[src/rtl/disp_pkg.sv]
// rtl/disp_pkg.sv - shared state encoding and display constants for disp_scan_ctrl
package disp_pkg;

    typedef enum logic {
        ST_NORMAL = 1'b0,
        ST_MSG    = 1'b1
    } disp_state_t;

    localparam logic [3:0] CODE_F   = 4'hF;
    localparam logic [3:0] CODE_C   = 4'hC;
    localparam logic [7:0] SSEG_OFF = 8'hFF;
    localparam logic [3:0] AN_OFF   = 4'hF;

endpackage

[src/rtl/hex_to_sseg.sv]
// rtl/hex_to_sseg.sv - combinational hex nibble to active-low seven-segment decoder
module hex_to_sseg (
    input  logic [3:0] code,
    output logic [7:0] sseg
);

    // Bit order {dp,g,f,e,d,c,b,a}, active-low; dp is kept dark.
    always_comb begin
        sseg = 8'hFF;
        case (code)
            4'h0: sseg = 8'hC0;
            4'h1: sseg = 8'hF9;
            4'h2: sseg = 8'hA4;
            4'h3: sseg = 8'hB0;
            4'h4: sseg = 8'h99;
            4'h5: sseg = 8'h92;
            4'h6: sseg = 8'h82;
            4'h7: sseg = 8'hF8;
            4'h8: sseg = 8'h80;
            4'h9: sseg = 8'h90;
            4'hA: sseg = 8'h88;
            4'hB: sseg = 8'h83;
            4'hC: sseg = 8'hC6;
            4'hD: sseg = 8'hA1;
            4'hE: sseg = 8'h86;
            4'hF: sseg = 8'h8E;
            default: sseg = 8'hFF;
        endcase
    end

endmodule

[src/rtl/disp_scan_ctrl.sv]
// rtl/disp_scan_ctrl.sv - 4-digit seven-segment scan controller with message arbiter
// Message arbitration is built only when DISP_MSG_EN is defined.
module disp_scan_ctrl
    import disp_pkg::*;
#(
    parameter int PRESCALE   = 25000,
    parameter int BLANK_CYC  = 64,
    parameter int MSG_FRAMES = 500
) (
    input  logic        clk,
    input  logic        rst_n,
    input  logic        opcion,
    input  logic [3:0]  bf,
    input  logic [3:0]  bc,
    input  logic        msg_req,
    input  logic [15:0] msg_data,
    output logic        msg_ack,
    output logic        frame_tick,
    output logic [3:0]  an,
    output logic [7:0]  sseg
);

    localparam int PW = (PRESCALE > 1) ? $clog2(PRESCALE) : 1;
    localparam int FW = $clog2(MSG_FRAMES + 1);

    logic [PW-1:0] pre;
    logic [1:0]    dig;
    logic          frame_start;

    assign frame_start = (pre == '0) && (dig == 2'd0);
    assign frame_tick  = frame_start;

    always_ff @(posedge clk) begin
        if (!rst_n) begin
            pre <= '0;
            dig <= 2'd0;
        end else if (pre == PW'(PRESCALE - 1)) begin
            pre <= '0;
            dig <= dig + 2'd1;
        end else begin
            pre <= pre + PW'(1);
        end
    end

    // Settings are frozen for a whole frame so a digit never changes mid-scan.
    logic       snap_op;
    logic [3:0] snap_bf;
    logic [3:0] snap_bc;

    always_ff @(posedge clk) begin
        if (!rst_n) begin
            snap_op <= 1'b0;
            snap_bf <= 4'd0;
            snap_bc <= 4'd0;
        end else if (frame_start) begin
            snap_op <= opcion;
            snap_bf <= bf;
            snap_bc <= bc;
        end
    end

    logic        in_msg;
    logic [15:0] msg_buf;

`ifdef DISP_MSG_EN
    disp_state_t   state;
    logic [FW-1:0] fcnt;

    always_ff @(posedge clk) begin
        if (!rst_n) begin
            state   <= ST_NORMAL;
            fcnt    <= '0;
            msg_buf <= 16'h0000;
            msg_ack <= 1'b0;
        end else begin
            msg_ack <= 1'b0;
            if (frame_start) begin
                case (state)
                    ST_NORMAL: begin
                        if (msg_req) begin
                            msg_buf <= msg_data;
                            msg_ack <= 1'b1;
                            fcnt    <= '0;
                            state   <= ST_MSG;
                        end
                    end
                    ST_MSG: begin
                        fcnt <= fcnt + FW'(1);
                        if (fcnt == FW'(MSG_FRAMES - 1)) begin
                            state <= ST_NORMAL;
                        end
                    end
                    default: state <= ST_NORMAL;
                endcase
            end
        end
    end

    assign in_msg = (state == ST_MSG);
`else
    logic unused_msg_inputs;

    assign unused_msg_inputs = ^{msg_req, msg_data};
    assign in_msg  = 1'b0;
    assign msg_buf = 16'h0000;
    assign msg_ack = 1'b0;
`endif

    logic [3:0] value;
    logic [3:0] ones;
    logic [3:0] tens;
    logic [3:0] code;
    logic       blank;
    logic [7:0] seg;

    assign value = snap_op ? snap_bc : snap_bf;
    assign ones  = (value >= 4'd10) ? (value - 4'd10) : value;
    assign tens  = {3'b000, (value >= 4'd10)};

    always_comb begin
        code  = 4'h0;
        blank = 1'b0;
        if (in_msg) begin
            code = msg_buf[{dig, 2'b00} +: 4];
        end else begin
            case (dig)
                2'd0: code = ones;
                2'd1: code = tens;
                2'd2: blank = 1'b1;
                default: code = snap_op ? CODE_C : CODE_F;
            endcase
        end
    end

    hex_to_sseg u_dec (
        .code (code),
        .sseg (seg)
    );

    // Pins lag the counters by one cycle, so fresh content lands inside the blanking window.
    always_ff @(posedge clk) begin
        if (!rst_n) begin
            an   <= AN_OFF;
            sseg <= SSEG_OFF;
        end else if ((pre < PW'(BLANK_CYC)) || blank) begin
            an   <= AN_OFF;
            sseg <= SSEG_OFF;
        end else begin
            an   <= ~(4'b0001 << dig);
            sseg <= seg;
        end
    end

endmodule

[config.mk]
export PLATFORM = sky130hd
export DESIGN_NAME = disp_scan_ctrl
export DESIGN_NICKNAME = d
export VERILOG_FILES = /design/src/rtl/disp_pkg.sv /design/src/rtl/hex_to_sseg.sv /design/src/rtl/disp_scan_ctrl.sv
export SDC_FILE = /design/constraint.sdc
export NUM_CORES = 1
export LEC_CHECK = 0
export ABC_AREA = 1
export CORE_MARGIN = 4
export CORE_UTILIZATION = 46
export DETAILED_ROUTE_END_ITERATION = 8
export GPL_TIMING_DRIVEN = 0
export PLACE_DENSITY = 0.8
export RECOVER_POWER = 50
export REMOVE_ABC_BUFFERS = 1
export SLEW_MARGIN = 20
export SYNTH_ARGS = -nofsm -noshare
export SYNTH_HDL_FRONTEND = slang
export SYNTH_SLANG_ARGS = --single-unit
[constraint.sdc]
create_clock -name clk -period 2 [get_ports clk]
set_clock_uncertainty 0.15 [all_clocks]
set_input_delay 0.2 -clock clk [delete_from_list [all_inputs] [get_ports clk]]
set_output_delay 0.2 -clock clk [all_outputs]
set_load 0.1 [all_outputs]
* Word level (Yosys, flattened, before mapping)
Memory sizes are Yosys's and may differ from the RTL's. A register that Yosys moved wholly into a read port is not among the register bits.
Index checks and enable logic that the tools add are counted.
** Cells by class
- Reduce and logical (&&, ||, !) cells :: 6
- Bitwise logic cells :: 2
- Shift-type cells :: 1
- Equality and inequality tests :: 3
- Add/subtract/negate cells :: 3
- Order comparisons :: 2
- Muxes and demuxes :: 5
** Operators with widths (number)
- $add 15x1->15 const B :: 1
- $eq 15x15->1 const B :: 1
- $logic_not 15->1 :: 1
- $lt 15x7->1 const B :: 1
- $pmux 4 s3 :: 1
- $mux 4 :: 2
- $ge 4x4->1 const B :: 1
- $not 4->4 :: 1
- $reduce_or 2->1 :: 2
- $shl 1x2->4 const A :: 1
- $sub 4x4->4 const B :: 1
- $add 2x1->2 const B :: 1
- $eq 2x1->1 const B :: 1
- $eq 2x2->1 const B :: 1
- $logic_not 2->1 :: 1
- $mux 2 :: 1
- $logic_and 1x1->1 :: 1
- $logic_or 1x1->1 :: 1
- $mux 1 :: 1
- $not 1->1 :: 1
** Word-level totals
- Memories :: 1
- Output and inout port bits :: 14
- Memory bits (read-only) :: 112
- Logic and storage cells :: 30
- Register bits :: 38
- Bits of input ports :: 28
** Memory list
- (no name shown) :: words 16, width 7, read ports 1, clocked after Yosys merged registers in 1, write ports 0, line hex_to_sseg.sv:10 : case (code)

* Logic depth before layout (Yosys ltp)
- Word-level depth :: 4
- Depth in mapped cells :: 15
- Gate-level depth less buffers :: 14

* Cells and area by module
From an unflattened synthesis, not the netlist that was laid out.
** Unflattened totals
- Cells, all modules :: 334
- Area total of the unflattened synthesis :: 2237.1 sq um
** By module, submodules not included
- disp_scan_ctrl :: times used 1, area an instance 1951.9 sq um, cells each 283, seq. area each 760.7 sq um
- hex_to_sseg :: times used 1, area an instance 285.3 sq um, cells each 51, seq. area each 0.0 sq um

* Worst setup path after synthesis
Ideal clock, no wire load.
- Kind :: register to register
- Start point :: register dig[0]
- End point :: register snap_bc[0]
- Stages on the path, launching flop included :: 8
- Setup slack :: -0.254 ns
- Data required time :: 1.782 ns
- Path buffers :: 1
- Period minus slack after synthesis :: 2.254 ns
- Library setup time :: 0.068 ns
- Arrival :: 2.037 ns
- Cells stage by stage :: dfxtp_1 -> inv_1 -> ha_1 -> buf_4 -> nand3_4 -> nor3_4 -> o21ai_0 -> nor2_1
** Between the ends
- Word-level cells in the longest chain between the ends :: 2
** RTL lines
- start: declaration :: line disp_scan_ctrl.sv:27 : logic [1:0] dig;
- start signal: assignment :: line disp_scan_ctrl.sv:39 : dig <= dig + 2'd1;
- $logic_not 2->1 :: line disp_scan_ctrl.sv:30 : assign frame_start = (pre == '0) && (dig == 2'd0);
- $logic_and 1x1->1 :: line disp_scan_ctrl.sv:30
- via frame_tick :: line disp_scan_ctrl.sv:18 : output logic frame_tick,
- end signal: assignment :: line disp_scan_ctrl.sv:54 : snap_bc <= 4'd0;
- end signal: assignment :: line disp_scan_ctrl.sv:58 : snap_bc <= bc;
- end: declaration :: line disp_scan_ctrl.sv:48 : logic [3:0] snap_bc;
The timed path passes the listed nets, and every way through them passes these cells.
A chain may end at the register's enable or synchronous reset.

* Worst setup path after layout
- Start point :: register dig[0]
- End point :: output port frame_tick
** Between the ends
- Word-level cells in the longest chain between the ends :: 2
** RTL lines (line)
- $logic_not 2->1 :: disp_scan_ctrl.sv:30
- $logic_and 1x1->1 :: disp_scan_ctrl.sv:30
- end: declaration :: disp_scan_ctrl.sv:18
No other way between the ends.

==> qor.yml <==
critical_path_arrival_ns: 1.54
num_vias: 1942
final_antenna_net_count: 0
worstMarginPinSlew_ns: 0.955
finalWeightedCongestion: 0.815
cts.clk_slew.worst_paths_ns: 0.08
cts_inserted_buffers: 5
drt_iter0_drc: 66
dieArea_um2: 5730
antenna_found_initial: 0
finalHoldViolCount: 0
synth.avg_cell_area_um2: 7.19
synthFlopType: "dfxtp_1"
grt_start_max_net_pins: 13
setup-violations-final: 0
routed_via_density: 5.08
core_area_um2: 4380
remaining_drc_errors: 0
switching_share: 0.309
crit_fanout: 5
comb_power_share: 0.275
synth.distinct_cells: 33
min_from: "pre[0]"
wl_per_cell_um: 11.7
placementRows: 24
synth_edf_count: 0
period_minus_slack_ns: 1.89
nets: 371
start_util: 0.481
max_freq_mhz: 528
drive_above_1_share: 0.194
htreeDepth: 2
ys_seq_area_frac: 0.352
clk_root_buffer_cell: "clkbuf_8"
p_sw_mw: 0.620
grt_pass1_wl_um: 7200
cts.sinks: 37
cp-end-kind: "output pin"
p_leak_nw: 1.18
overflow: 0
rr_worst_depth: 12
maxCapViolCount: 0
die_y_um: 75.7
hpwl_um: 3100
insertion_delay_ns: 0.29
p_per_area_nw_per_um2: 766
synth-async-reset-ratio: 0
max_slew_margin: 0.366
holdBufCountCts: 0
die_w_um: 75.7
pwr-share-seq: 0.394
post-route-util: 0.598
wl_um: 4470
r2r-start: "snap_op"
reg2reg_slack_ns: 0.11
clkPwrFrac: 0.332
diodes: 0
portBuffers: 22
hold_depth: 1
vdd_drop_max_mv: 0.513
r2r_end: "sseg[1]"
syn_inst: 293
p_int_mw: 1.39
post-route-period-util: 0.946
status: "finished, final reports clean"
worstHoldEndpoint: "pre[0]"
hold_path.class: "reg2reg"
area_growth_pct: 24.4
grt_pass1_vias: 1722
synth_seq_cells: 37
slew_violations: 0
yosys_warnings: 0
boundaryPins: 42
critPathRequiredTime_ns: 1.65
cts_tree: "built"
path_class: "reg2out"
final_cells: 382
max-clock-path-buffers: 2
syn_area_um2: 2110
grt_usage: 0.163
startpoint_type: "flop"
drtPass1Iterations: 4
final_common_cell: "nand2_1"
final_cell_mix: "nand2_1, inv_1, dfxtp_1"
dp_cells: 361
power groups by stage:
stage	clock network, mW	logic (mW)	registers, mW
2_1_floorplan	0	0.354	0.810
3_3_place_gp	0	0.442	0.807
3_5_place_dp	0	0.454	0.809
4_1_cts	0.680	0.492	0.793
5_1_grt	0.711	0.618	0.795
6_report	0.666	0.551	0.790
per-stage QoR:
stage	hold slack (ns)	worst slack [ns]	cell area, um2	power [mW]	TNS (ns)
2_1_floorplan	0.186	-0.377	2050	1.16	-4.11
3_3_place_gp	0.322	-1.07	2340	1.25	-3.37
3_5_place_dp	0.328	-1.12	2340	1.26	-3.96
4_1_cts	0.317	-0.0184	2550	1.96	-0.0184
5_1_grt	0.347	-0.00750	2620	2.12	-0.00802
6_report	0.311	0.108	2620	2.01	0
cells by family (layout without fill, tap and decap cells):
kind of cell / Yosys count / in the layout / share of synthesized area
AOI/OAI and AO/OA: 34 / 34 / 0.0920
buffers and inverters: 52 / 88 / 0.109
adders and majority gates: 14 / 14 / 0.0831
and+or+nand+nor: 153 / 153 / 0.356
other: 2 / 3 / 0.00356
DFF: 37 / 37 / 0.352
xor gates and xnor gates: 1 / 1 / 0.00416
state kept, by name, summed over array words and instances (netlist names):
| signal | count |
|---|---|
| an | 4 |
| sseg | 7 |
| dig | 2 |
| snap_op | 1 |
| snap_bf | 4 |
| snap_bc | 4 |
| pre | 15 |
routing by layer:
metal	global-route usage	wire [um]
met1	0.181	1920
met5	0	0
met3	0.0422	189
met4	0.0680	68
met2	0.293	2290
critical path, stage by stage, from the launching register on:
cell	delay, ns
dfxtp_4	0.37
inv_4	0.07
ha_4	0.17
nand3_4	0.10
nor3_4	0.32
buf_12	0.22
Yosys cell counts (5+ instances only):
cell     count  share of area
nand3_1     21          0.050
nand2_2     11          0.033
nand4_1      5          0.015
ha_1        14          0.083
nor3_1       7          0.017
nand2_1     67           0.12
nor4_1      10          0.030
dfxtp_1     37           0.35
inv_1       40          0.071
o21ai_0     16          0.038
nor2_1      22          0.039
a21oi_1     12          0.029
timing repair:
item / CTS / global route
gates cloned: 0 / 0
setup buffers: 5 / 8
hold endpoints to repair: 0 / 0
pin swaps: 5 / 6
resized for setup: 36 / 10
setup endpoints to repair: 28 / 8
worst max path at each step:
stage                      end  cells after the start  startpoint  slack [ns]
global route           sseg[4]                     12     snap_op      -0.007
floorplan           snap_bc[0]                      6      dig[0]       -0.38
finish              frame_tick                      5      dig[0]        0.11
CTS                 frame_tick                      5      dig[1]       -0.02
detailed placement  frame_tick                      5      dig[0]       -1.12
global placement    frame_tick                      5      dig[0]       -1.07
cell type report:
type	instances	area [um2]
Clock buffer	7	86.3
Fill cell	406	1760
Tap cell	52	65.1
Clock inverter	1	30.0
Sequential cell	37	751
Multi-Input combinational cell	205	1200
Timing Repair Buffer	35	308
Inverter	45	176
Power figures use the tool's default switching activity.
